File: src/rtl/wb_arbiter_pkg.sv
// Shared types and constants for the writeback arbiter: result packet layout,
// FU index assignments and the fixed base priority order.
package wb_arbiter_pkg;

    localparam int EPOCH_W  = 3;
    localparam int ROB_W    = 6;
    localparam int PHYS_W   = 7;
    localparam int XLEN     = 32;
    localparam int FU_IDX_W = 2;

    localparam logic [FU_IDX_W-1:0] FU_ALU = 2'd0;
    localparam logic [FU_IDX_W-1:0] FU_BRU = 2'd1;
    localparam logic [FU_IDX_W-1:0] FU_LD  = 2'd2;
    localparam logic [FU_IDX_W-1:0] FU_ST  = 2'd3;

    typedef struct packed {
        logic [ROB_W-1:0]   rob_idx;
        logic [PHYS_W-1:0]  prd_new;
        logic [XLEN-1:0]    data;
        logic [EPOCH_W-1:0] epoch;
        logic               uses_rd;
        logic               data_valid;
        logic [XLEN-1:0]    pc;
        logic               br_taken;
        logic [XLEN-1:0]    br_target;
        logic               br_mispredict;
    } fu_wb_t;

    // Element 0 is searched first: BRU, then LD, ALU, ST.
    localparam logic [3:0][FU_IDX_W-1:0] BASE_ORDER = {FU_ST, FU_ALU, FU_LD, FU_BRU};

    // A packet is stale when a recovery is in progress and it belongs to another epoch.
    function automatic logic epoch_stale(input logic               rec_valid,
                                         input logic [EPOCH_W-1:0] pkt_epoch,
                                         input logic [EPOCH_W-1:0] rec_epoch);
        return rec_valid & (pkt_epoch != rec_epoch);
    endfunction

endpackage

File: src/rtl/wb_prio_pick.sv
// Combinational picker: starved requesters win (lowest index first), otherwise
// the first valid requester in the supplied base order. Returns one-hot + index.
module wb_prio_pick #(
    parameter int N     = 4,
    parameter int IDX_W = 2
) (
    input  logic [N-1:0]            valid_i,
    input  logic [N-1:0]            starved_i,
    input  logic [N-1:0][IDX_W-1:0] order_i,
    output logic [N-1:0]            grant_o,
    output logic [IDX_W-1:0]        idx_o,
    output logic                    any_o
);

    logic         found_s;
    logic [N-1:0] starved_v_s;

    // Two-tier search: starved set by index, then base order.
    always_comb begin
        grant_o     = '0;
        idx_o       = '0;
        found_s     = 1'b0;
        starved_v_s = valid_i & starved_i;
        for (int i = 0; i < N; i++) begin
            if (!found_s && starved_v_s[i]) begin
                found_s = 1'b1;
                idx_o   = IDX_W'(i);
            end else begin
                found_s = found_s;
            end
        end
        for (int p = 0; p < N; p++) begin
            if (!found_s && valid_i[order_i[p]]) begin
                found_s = 1'b1;
                idx_o   = order_i[p];
            end else begin
                found_s = found_s;
            end
        end
        if (found_s) begin
            grant_o[idx_o] = 1'b1;
        end else begin
            grant_o = '0;
        end
        any_o = found_s;
    end

endmodule

File: src/rtl/wb_arbiter.sv
// Writeback arbiter: grants one FU result per cycle into a one-entry output
// register driving the ROB/PRF bus. Optional starvation guard: WB_STARVE_GUARD_EN.
module wb_arbiter
    import wb_arbiter_pkg::*;
#(
    parameter int N_REQ        = 4,
    parameter int STARVE_LIMIT = 8,
    parameter int CNT_W        = 4
) (
    input  logic                clk,
    input  logic                rst_n,
    input  logic [N_REQ-1:0]    req_valid,
    output logic [N_REQ-1:0]    req_ready,
    input  fu_wb_t              req_pkt [N_REQ],
    input  logic                flush_valid,
    input  logic                recover_valid,
    input  logic [EPOCH_W-1:0]  recover_epoch,
    output logic                wb_valid,
    input  logic                wb_ready,
    output fu_wb_t              wb_pkt,
    output logic [1:0]          grant_idx
);

    if (STARVE_LIMIT >= (1 << CNT_W)) begin : g_bad_cfg
        $error("wb_arbiter: STARVE_LIMIT must be below 2**CNT_W");
    end

    logic                    out_v_q, out_v_d;
    fu_wb_t                  pkt_q, pkt_d;
    logic [FU_IDX_W-1:0]     gidx_q, gidx_d;
    logic                    slot_free_s;
    logic                    any_grant_s;
    logic [N_REQ-1:0]        pick_valid_s;
    logic [N_REQ-1:0]        grant_oh_s;
    logic [N_REQ-1:0]        starved_s;
    logic [FU_IDX_W-1:0]     pick_idx_s;

    assign slot_free_s  = ~out_v_q | (out_v_q & wb_ready);
    assign pick_valid_s = (slot_free_s & ~flush_valid) ? req_valid : '0;
    assign req_ready    = grant_oh_s;
    assign wb_valid     = out_v_q;
    assign wb_pkt       = pkt_q;
    assign grant_idx    = gidx_q;

    wb_prio_pick #(
        .N     (N_REQ),
        .IDX_W (FU_IDX_W)
    ) u_pick (
        .valid_i   (pick_valid_s),
        .starved_i (starved_s),
        .order_i   (BASE_ORDER),
        .grant_o   (grant_oh_s),
        .idx_o     (pick_idx_s),
        .any_o     (any_grant_s)
    );

`ifdef WB_STARVE_GUARD_EN
    logic [CNT_W-1:0] cnt_q [N_REQ];
    logic [CNT_W-1:0] cnt_d [N_REQ];

    // Per-requester wait counters; only cycles with a free slot count as denied.
    always_comb begin
        for (int i = 0; i < N_REQ; i++) begin
            cnt_d[i]     = cnt_q[i];
            starved_s[i] = (cnt_q[i] >= CNT_W'(STARVE_LIMIT));
            if (flush_valid || !req_valid[i] || grant_oh_s[i]) begin
                cnt_d[i] = '0;
            end else if (slot_free_s && (cnt_q[i] != {CNT_W{1'b1}})) begin
                cnt_d[i] = cnt_q[i] + CNT_W'(1);
            end else begin
                cnt_d[i] = cnt_q[i];
            end
        end
    end

    // Counter registers.
    always_ff @(posedge clk or negedge rst_n) begin
        if (!rst_n) begin
            for (int i = 0; i < N_REQ; i++) cnt_q[i] <= '0;
        end else begin
            for (int i = 0; i < N_REQ; i++) cnt_q[i] <= cnt_d[i];
        end
    end
`else
    assign starved_s = '0;
`endif

    // Output slot next state: flush wins, then a new grant, then pop, then recovery kill.
    always_comb begin
        out_v_d = out_v_q;
        pkt_d   = pkt_q;
        gidx_d  = gidx_q;
        if (flush_valid) begin
            out_v_d = 1'b0;
        end else if (any_grant_s) begin
            pkt_d   = req_pkt[pick_idx_s];
            gidx_d  = pick_idx_s;
            // Stale grants still drain the FU but never reach the bus.
            out_v_d = ~epoch_stale(recover_valid, req_pkt[pick_idx_s].epoch, recover_epoch);
        end else if (out_v_q && wb_ready) begin
            out_v_d = 1'b0;
        end else if (out_v_q && epoch_stale(recover_valid, pkt_q.epoch, recover_epoch)) begin
            out_v_d = 1'b0;
        end else begin
            out_v_d = out_v_q;
        end
    end

    // Output register.
    always_ff @(posedge clk or negedge rst_n) begin
        if (!rst_n) begin
            out_v_q <= 1'b0;
            pkt_q   <= '0;
            gidx_q  <= '0;
        end else begin
            out_v_q <= out_v_d;
            pkt_q   <= pkt_d;
            gidx_q  <= gidx_d;
        end
    end

endmodule

File: config.mk
export PLATFORM = sky130hd
export DESIGN_NAME = wb_arbiter
export DESIGN_NICKNAME = d
export VERILOG_FILES = /design/src/rtl/wb_arbiter_pkg.sv /design/src/rtl/wb_prio_pick.sv /design/src/rtl/wb_arbiter.sv
export SDC_FILE = /design/constraint.sdc
export NUM_CORES = 1
export LEC_CHECK = 0
export ABC_AREA = 1
export CAP_MARGIN = 40
export CORE_AREA = 2 2 230 232
export CTS_CLUSTER_SIZE = 10
export DETAILED_ROUTE_END_ITERATION = 6
export DIE_AREA = 0 0 232 234
export PLACE_DENSITY_LB_ADDON = 0.1
export SLEW_MARGIN = 20
export SYNTH_ARGS = -nofsm -noshare
export SYNTH_HDL_FRONTEND = slang
export SYNTH_SLANG_ARGS = --single-unit
File: constraint.sdc
create_clock -name clk -period 4.4 [get_ports clk]
set_clock_uncertainty 0.2 [all_clocks]
set_input_delay 0.44 -clock clk [delete_from_list [all_inputs] [get_ports clk]]
set_output_delay 0.44 -clock clk [all_outputs]
set_load 0.05 [all_outputs]
# Word-level counts from Yosys, hierarchy flattened
# Cells that the tools add are included.
# W data, S select, Z words.
[classes] order_cmp=3 n_eq_ne=2 n_mux=19 n_bitwise=9 reduce_logical=11
[op_table] operator="$bmux W116 S2" count=1
[op_table] operator="$mux W116" count=2
[op_table] operator="$mux W1" count=10
[op_table] operator="$mux W4" count=2
[op_table] operator="$logic_and A1 B1 Y1" count=6
[op_table] operator="$mux W2" count=3
[op_table] operator="$ne A3 B3 Y1" count=2
[op_table] operator="$and A1 B1 Y1" count=4
[op_table] operator="$reduce_bool A4 Y1" count=1
[op_table] operator="$ge A3 B3 Y1 const B" count=1
[op_table] operator="$logic_not A1 Y1" count=3
[op_table] operator="$lt A2 B3 Y1 const B" count=1
[op_table] operator="$not A1 Y1" count=3
[op_table] operator="$not A2 Y3" count=1
[op_table] operator="$demux W1 S2" count=1
[op_table] operator="$ge A2 B1 Y1 const B" count=1
[op_table] operator="$reduce_and A2 Y1" count=1
[op_table] operator="$or A1 B1 Y1" count=1
[totals] register_bits=119 inputBits=476 out_inout_bits=123 word_cells=56

# Longest topological paths before layout
# Gate-level depths: netlist (run 1).
[logic_depth] word_depth=23 depth_mapped=13 ltp_nobuf=13

# Modules after synthesis
# From an unflattened synthesis (run 1), not the netlist that was laid out.
[hier_totals] cells_unflattened=1271 area_unflattened_um2=8160.3
[modules_own_cells] mod="wb_arbiter" instances=1 cells_each=1198 area_each_um2=7752.4 seq_area_each_um2=2977.9
[modules_own_cells] mod="wb_prio_pick" instances=1 cells_each=73 area_each_um2=407.9 seq_area_each_um2=0.0

# Least setup slack after synthesis (run 1)
# No wires, ideal clock.
[synth_path] path_type="register -> output" start="reg out_v_q, in the netlist wb_valid" end="out req_ready[0]" arrival_time_ps=1899 required_ps=3760 slack_ps=1861 stages_incl_launch_ff=9 n_path_buf=2 cell_sequence="dfrtp_1 -> nand2_2 -> nand2_4 -> nor2_4 -> nor2_8 -> buf_4 -> buf_6 -> nand3_1 -> inv_1"
[synth_between] elab_chain_len=19 elab_cells_between_ends=25 cone_classes="2 x order compare; 12 x mux; 4 x bitwise; 7 x reduce/logical"
[synth_lines] element="from (decl)" line="wb_arbiter.sv:28" text="logic out_v_q, out_v_d;"
[synth_lines] element="from (signal assigned)" line="wb_arbiter.sv:116" text="out_v_q <= out_v_d;"
[synth_lines] element="$and A1 B1 Y1 or $not A1 Y1 (tied branches)" line="wb_arbiter.sv:38" text="assign slot_free_s = ~out_v_q | (out_v_q & wb_ready);"
[synth_lines] element="$or A1 B1 Y1 *" line="wb_arbiter.sv:38"
[synth_lines] element="$and A1 B1 Y1 *" line="wb_arbiter.sv:39" text="assign pick_valid_s = (slot_free_s & ~flush_valid) ? req_valid : '0;"
[synth_lines] element="$mux W4 *" line="wb_arbiter.sv:39"
[synth_lines] element="$mux W1" line="wb_prio_pick.sv:33" text="if (!found_s && valid_i[order_i[p]]) begin"
[synth_lines] element="$logic_not A1 Y1" line="wb_prio_pick.sv:33"
[synth_lines] element="$logic_and A1 B1 Y1" line="wb_prio_pick.sv:33"
[synth_lines] element="$mux W1" line="wb_prio_pick.sv:33"
[synth_lines] element="[... 3 more ...]"
[synth_lines] element="$logic_not A1 Y1" line="wb_prio_pick.sv:33"
[synth_lines] element="$logic_and A1 B1 Y1" line="wb_prio_pick.sv:33"
[synth_lines] element="$mux W2" line="wb_prio_pick.sv:33"
[synth_lines] element="$lt A2 B3 Y1 (not written as such) or $ge A2 B1 Y1 (tied branches)" line="wb_prio_pick.sv:41" text="grant_o[idx_o] = 1'b1;"
[synth_lines] element="$logic_and A1 B1 Y1 (not written as such)" line="wb_prio_pick.sv:41"
[synth_lines] element="$mux W1 (not written as such)" line="wb_prio_pick.sv:41"
[synth_lines] element="$demux W1 S2"
[synth_lines] element="$mux W4 *" line="wb_prio_pick.sv:40" text="if (found_s) begin"
[synth_lines] element="to (decl)" line="wb_arbiter.sv:13" text="output logic [N_REQ-1:0] req_ready,"
# Every way passes the cells marked *; elsewhere a longest branch is shown, timed or not.

# Worst setup path after layout (run 1)
[layout_path] start="in req_valid[2]" end="out req_ready[0]"
[layout_between] elab_chain_len=14 elab_cells_between_ends=18 cone_classes="2 x order compare; 10 x mux; 6 x reduce/logical"
[layout_lines] element="from (decl)" line="wb_arbiter.sv:12" text="input logic [N_REQ-1:0] req_valid,"
[layout_lines] element="$mux W4 *" line="wb_arbiter.sv:39"
[layout_lines] element="$logic_and A1 B1 Y1 *" line="wb_prio_pick.sv:33"
[layout_lines] element="$mux W1" line="wb_prio_pick.sv:33"
[layout_lines] element="$logic_not A1 Y1" line="wb_prio_pick.sv:33"
[layout_lines] element="$logic_and A1 B1 Y1" line="wb_prio_pick.sv:33"
[layout_lines] element="$mux W1" line="wb_prio_pick.sv:33"
[layout_lines] element="$logic_not A1 Y1" line="wb_prio_pick.sv:33"
[layout_lines] element="$logic_and A1 B1 Y1" line="wb_prio_pick.sv:33"
[layout_lines] element="$mux W2" line="wb_prio_pick.sv:33"
[layout_lines] element="$lt A2 B3 Y1 (not written as such) or $ge A2 B1 Y1 (tied branches)" line="wb_prio_pick.sv:41"
[layout_lines] element="$logic_and A1 B1 Y1 (not written as such)" line="wb_prio_pick.sv:41"
[layout_lines] element="$mux W1 (not written as such)" line="wb_prio_pick.sv:41"
[layout_lines] element="$demux W1 S2"
[layout_lines] element="$mux W4 *" line="wb_prio_pick.sv:40"
# Marked as above.

==> metrics.csv, run 1 <==
stage;metric;value;unit
run_status;run status;completed;
drt;first-pass detailed-route iteration total;5;
layout;Register Area;2980;um2
clocking;setup bufs post-CTS;0;
sta;fin crit share;70.2;%
grt;initial antenna violation count;9;
logic_synthesis;Synth Instances;1098;
floorplanning;Starting Density;15.4;%
clocking;number of CTS-inserted buffers;17;
layout;multi-input logic area;4400;um2
logic_synthesis;syn_nets;1574;
floorplanning;die area;54300;um2
logic_synthesis;largest family of logic cells by synthesized area;compound AO/OA/AOI/OAI gates;
grt;largest net degree at the start of global routing;114;
logic_synthesis;synthesized area per cell;7.31;um2
layout;Final #Nets;2111;
drt;detailed-route via count;9813;
setup_path;crit-path max FO;68;
grt;global-route usage over all layers;16.4;%
logic_synthesis;Yosys warning count;0;
clocking;CTS tree;built;
sta;worst slew pin tran;0.722;ns
clocking;Clock Tree Buf Depth;2;
drt;first-iteration detailed-routing DRC count;427;
logic_synthesis;synth top area cells;dfrtp_1 (37%), nor2_1 (16%), o21a_1 (11%);
floorplanning;core box area;52000;um2
grt;GR Overflow Total;0;
logic_synthesis;Synth Area in Compound Gates;34.1;%
grt;global-route wire length before repair;64.9;mm
sta;final hold violation count;0;
logic_synthesis;post-synth cell types;28;
drt;residual DRC count;0;
clocking;H-tree depth;4;
logic_synthesis;synthesis-stage register bit count;119;
setup_path;Worst EP arrival;2.45;ns
sta;Setup Viol. Count Final;0;
sta;unrepaired setup endpoints after global routing;no;
sta;final setup TNS;0;ns
logic_synthesis;top cell type's share of synthesized area;37.1;%
sta;final setup margin;1.31;ns
layout;layout cells sized above 1;4.07;%
placement;I/O Buffers;598;
sta;Min Hold Slack;0.309;ns
drt;wire per inst;19.4;um
logic_synthesis;post-synth top area cell;dfrtp_1;
logic_synthesis;post-synthesis adder-cell area fraction;0;%
pwr;IR drop worst, VDD;0.000302;V
sta;Fmax;324;MHz
sta;Max Slew Vio Count;0;
drt;Final ANT Viol Nets;0;
layout;commonest cells after routing, fill and taps aside;clkdlybuf4s50_1 (596), nor2_1 (342), o21ai_1 (164), dfrtp_1 (119), a31oi_1 (114);
logic_synthesis;Simple-Gate Fraction of Synth Area;20.3;%
setup_path;Crit. End Element;primary output;
pwr;LEAKAGE;5.74;nW
layout;Fillers;5659;
layout;commonest non-fill, non-tap cell in the layout;clkdlybuf4s50_1;
placement;final RePlAce weighted congestion;0.811;
pwr;PwrDens;338;nW/um2
logic_synthesis;post-synthesis sequential area ratio;37.1;%
logic_synthesis;mux cell area share after synthesis;0;%
sta;Final Critical Period;3.09;ns
floorplanning;row cnt;84;
hold_path;Hold WC Path Type;in2async;
flow_run;max cap viols;0;
floorplanning;Die Span Y;234;um
sta;Rel. slew slack;51.9;%
clocking;CTS sink cnt;119;
logic_synthesis;Post-Synth XOR/XNOR Area;0.327;%
logic_synthesis;post-synthesis cell area;8030;um2
drt;Via density;4.19;
setup_path;startpoint type of the worst setup path;input port;
setup_path;CP required;3.76;ns
placement;worst slack at placement;1.32;ns
layout;Layout area overhead;89.8;%
grt;vias in the first global route;9858;
drt;final WL;45.4;mm
clocking;worst skew pair latency;0.48;ns
clocking;Worst-path clk slew;0.06;ns
setup_path;CP Class;in2out;
placement;post-DP HPWL;33.5;mm
clocking;root buffer cell;clkbuf_16;
floorplanning;number of I/O pins;599;
floorplanning;Die Span X;232;um
Yosys cell counts:
| cell | n |
|---|---|
| nor2_1 | 342 |
| nand2_1 | 33 |
| dfrtp_1 | 119 |
| o21bai_1 | 1 |
| nor2_4 | 1 |
| nand3_1 | 13 |
| clkinv_1 | 1 |
| a31oi_1 | 114 |
| o21a_1 | 113 |
| nand3_4 | 1 |
| nor3_1 | 1 |
| buf_2 | 54 |
| buf_4 | 13 |
| nand2_2 | 1 |
| xor2_1 | 3 |
| clkbuf_1 | 16 |
| inv_1 | 12 |
| nand3_2 | 1 |
| nor2_8 | 4 |
| buf_6 | 14 |
| nor2_2 | 1 |
| o21ai_2 | 2 |
| inv_2 | 3 |
| nand2_4 | 2 |
| o21ai_1 | 164 |
| buf_1 | 3 |
| a21oi_1 | 2 |
| o21ai_0 | 64 |
state kept, by name, summed over array words and instances (netlist names):
signal and flops:
wb_pkt 116, grant_idx 2, wb_valid 1
path summary, 6_finish.rpt:
kind / from / to / slack, ns / cells past startpoint
worst max-delay path: req_valid[2] / req_ready[0] / 1.31 / 8
worst min-delay path: rst_n / wb_pkt[29]$_DFFE_PN0P_ / 0.31 / 2
worst max register to register: wb_valid$_DFFE_PN0P_ / wb_pkt[33]$_DFFE_PN0P_ / 1.99 / 8
worst min register to register: grant_idx[1]$_DFFE_PN0P_ / grant_idx[1]$_DFFE_PN0P_ / 0.34 / 2
max in group asynchronous: rst_n / wb_pkt[115]$_DFFE_PN0P_ / 2.76 / 3
min in group clk: grant_idx[1]$_DFFE_PN0P_ / grant_idx[1]$_DFFE_PN0P_ / 0.34 / 2
cells by family after synthesis:
logic type	Yosys count
AOI/OAI and AO/OA	460
xor gates and xnor gates	3
buffers and inverters	116
DFF	119
and+or+nand+nor	400
power breakdown:
group / leakage, nW / internal [W] / switching, W
logic: 4.11 / 0.000932 / 0.00128
clock network: 0.306 / 0.000959 / 0.000598
registers: 1.32 / 0.00128 / 0.000105
total: 5.74 / 0.00317 / 0.00198
stage by stage:
step	cells	area [um2]	power [W]	utilization (%)
2_1_floorplan	1098	8030	0.00258	-
3_3_place_gp	2302	14600	0.00364	28.0
3_5_place_dp	2303	14600	0.00364	28.1
4_1_cts	2336	15200	0.00526	29.3
5_1_grt	2339	15200	0.00542	29.3
6_report	2340	15200	0.00515	29.3
what timing repair did:
item / in CTS / in global routing
hold buffers: 1 / 0
gates resized for setup: 0 / 0
hold endpoints to repair: 58 / 0
area by class of cell:
cell class,instances,share of cell area (%)
repair buffers,618,41.4
clock inverters,8,0.772
inverters,16,0.427
diodes,4,0.0657
multi-input cells,863,28.9
clock buffers,24,3.29
flip-flops and latches,119,19.5
well taps,688,5.65
metal layers:
metal	track usage (%)	wire, um	part of all wire (%)	up-vias
met5	0	61	0.13	-
met4	6.23	861	1.9	10
met3	6.89	4150	9.1	47
met2	28.3	22500	49	361
met1	17.9	17800	39	4498
li1	-	-	-	4897
critical path: stages:
cell and delay [ns]:
clkdlybuf4s50_1 0.49, nor2_2 0.15, nand2_4 0.11, o21ai_2 0.44, inv_6 0.33, nand3_1 0.21
inv_1 0.09, buf_12 0.15
Note: power is estimated with default switching activity, not from simulation.
==> run 2, diff against run 1 <==
- CORE_AREA: 2 2 230 232 -> 2 2 233 235
- DIE_AREA: 0 0 232 234 -> 0 0 235 237
- clock period: 4.4 -> 2.9 ns (I/O delays scaled with it)
==> run 2 against run 1 <==
  * Total power rose by 47%
  * Clock-buffer cell count rose by 2
  * Critical endpoint unchanged
  * Final area rose by 1.1%
  * Highest routed layer unchanged
  * Non-clock buffer count rose by 18
  * Setup slack got worse by 0.86 ns
  * Largest cell class unchanged
  * Clock power rose by 33%
  * Critical path type is now reg2out
==> metrics.csv, run 2 (synthesized netlist as in run 1, its figures left out) <==
stage;metric;value;unit
run_status;run status;completed;
clocking;H-tree depth;4;
setup_path;Crit path buffers/inverters;3;
sta;Rel. slew slack;54.7;%
floorplanning;row cnt;85;
sta;Min Hold Slack;0.108;ns
setup_path;crit path cell chain;nand2_2, nand2_4, nor2_8, nor2_8, buf_12, nand3_1, inv_1, buf_12;
pwr;Net Switching;0.00297;W
setup_path;CP max-delay cell;dfrtp_1;
floorplanning;Die Span Y;237;um
grt;initial antenna violation count;9;
layout;commonest non-fill, non-tap cell in the layout;clkdlybuf4s50_1;
setup_path;CP Class;reg2out;
grt;global-route usage over all layers;16.4;%
setup_path;Top delay family on crit path;simple AND/OR/NAND/NOR gates;
clocking;setup bufs post-CTS;0;
drt;wire per inst;19.3;um
drt;first-pass detailed-route iteration total;4;
sta;fin crit share;84.5;%
drt;final WL;45.7;mm
sta;Setup Viol. Count Final;0;
sta;final setup TNS;0;ns
pwr;total power;0.00759;W
setup_path;Crit. End Element;primary output;
sta;final hold violation count;0;
grt;GR Overflow Total;0;
layout;Layout area overhead;91.8;%
pwr;Power Internal;0.00462;W
sta;Max Slew Vio Count;0;
floorplanning;core box area;53300;um2
drt;Final ANT Viol Nets;0;
clocking;Clock Tree Buf Depth;2;
clocking;Worst-path clk slew;0.06;ns
layout;commonest cells after routing, fill and taps aside;clkdlybuf4s50_1 (593), nor2_1 (342), o21ai_1 (164), dfrtp_1 (119), a31oi_1 (114);
placement;I/O Buffers;598;
grt;largest net degree at the start of global routing;81;
clocking;worst skew pair latency;0.47;ns
layout;max FFs per register;116;
drt;first-iteration detailed-routing DRC count;400;
hold_path;Hold WC Path Type;in2async;
pwr;Seq pwr share;27.6;%
floorplanning;number of I/O pins;599;
floorplanning;Die Span X;235;um
grt;vias in the first global route;10200;
pwr;PwrDens;493;nW/um2
pwr;clock power share;27.5;%
flow_run;max cap viols;0;
sta;Final Critical Period;2.45;ns
drt;Via density;4.18;
layout;Fillers;5724;
clocking;number of CTS-inserted buffers;17;
setup_path;Worst EP arrival;1.96;ns
drt;detailed-route via count;9885;
sta;Fmax;408;MHz
clocking;CTS sink cnt;119;
clocking;hold_buf cts;1;
layout;layout cells sized above 1;4.93;%
drt;residual DRC count;0;
floorplanning;die area;55700;um2
placement;Placed Area;14800;um2
placement;post-DP HPWL;34.8;mm
placement;final RePlAce weighted congestion;0.791;
setup_path;startpoint type of the worst setup path;flop;
grt;global-route wire length before repair;67.6;mm
setup_path;Worst path max stage delay;0.39;ns
floorplanning;Starting Density;15.1;%
sta;unrepaired setup endpoints after global routing;no;
clocking;post-CTS sizing;0;
pwr;IR drop worst, VDD;0.000425;V
layout;final instance area;15400;um2
sta;worst slew pin tran;0.677;ns
pwr;LEAKAGE;5.83;nW
pwr;Comb pwr share;45.0;%
pwr;switching part of the total;39.1;%
setup_path;crit-path max FO;26;
clocking;root buffer cell;clkbuf_16;
layout;Final #Nets;2129;
clocking;CTS tree;built;
setup_path;CP required;2.41;ns
run 2: cell types whose count changed in the layout (fill, tap and decap cells not counted):
| cell | before | now |
|---|---|---|
| buf_12 | 12 | 22 |
| buf_16 | 1 | 0 |
| buf_4 | 7 | 19 |
| bufinv_16 | 3 | 1 |
| clkbuf_1 | 2 | 6 |
| clkbuf_8 | 5 | 3 |
| clkdlybuf4s50_1 | 596 | 593 |
| clkinv_2 | 4 | 3 |
| clkinvlp_4 | 1 | 0 |
| diode_2 | 4 | 5 |
run 2: worst register-to-register path, cell delays in order, from the launching register on:
cell     delay [ns]
dfrtp_1        0.41
nand2_2        0.14
nand2_4        0.10
nor2_8         0.17
buf_12         0.31
buf_4          0.31
o21a_1         0.14
o21ai_1        0.06
a31oi_1        0.20
run 2: power by group through the flow:
stage                     Sequential [W]  Clock, W  Combinational, W
final                            0.00209   0.00208           0.00341
after detailed placement         0.00213         0           0.00346
after global placement           0.00212         0           0.00347
after global routing             0.00213   0.00226           0.00363
after floorplan                  0.00309         0          0.000828
after CTS                        0.00210   0.00221           0.00347
run 2: final timing paths:
kind	start	end	slack, ns	cells after the start
min in group clk	req_pkt[213]	wb_pkt[97]$_DFFE_PN0P_	0.24	3
min reg2reg	grant_idx[1]$_DFFE_PN0P_	grant_idx[1]$_DFFE_PN0P_	0.27	2
max in group asynchronous	rst_n	wb_pkt[76]$_DFFE_PN0P_	1.70	3
max reg2reg	wb_valid$_DFFE_PN0P_	wb_pkt[113]$_DFFE_PN0P_	0.78	8
max	wb_valid$_DFFE_PN0P_	req_ready[0]	0.45	8
min	rst_n	wb_pkt[2]$_DFFE_PN0P_	0.11	2
run 2: layout make-up:
| cell class | instances | area (um2) | area share [%] |
|---|---|---|---|
| clock inverters | 4 | 45.0 | 0.292 |
| well taps | 696 | 871 | 5.65 |
| diodes | 5 | 12.5 | 0.0812 |
| multi-input cells | 863 | 4400 | 28.6 |
| clock buffers | 26 | 489 | 3.18 |
| repair buffers | 636 | 6540 | 42.5 |
| inverters | 16 | 65.1 | 0.422 |
| flip-flops and latches | 119 | 2980 | 19.3 |
run 2: stage by stage:
stage,util (%),instances,setup WS (ns)
2_1_floorplan,-,1098,0.511
3_3_place_gp,27.9,2329,0.335
3_5_place_dp,27.9,2329,0.288
4_1_cts,28.9,2360,0.340
5_1_grt,28.9,2363,0.258
6_report,28.9,2365,0.450
run 2: per-layer routing:
metal	GRT usage, %	share of wire, %	vias up
met5	0	0.10	-
met3	6.42	8.3	44
met2	28.2	50	346
met4	5.95	1.9	8
met1	18.2	40	4546
li1	-	-	4941
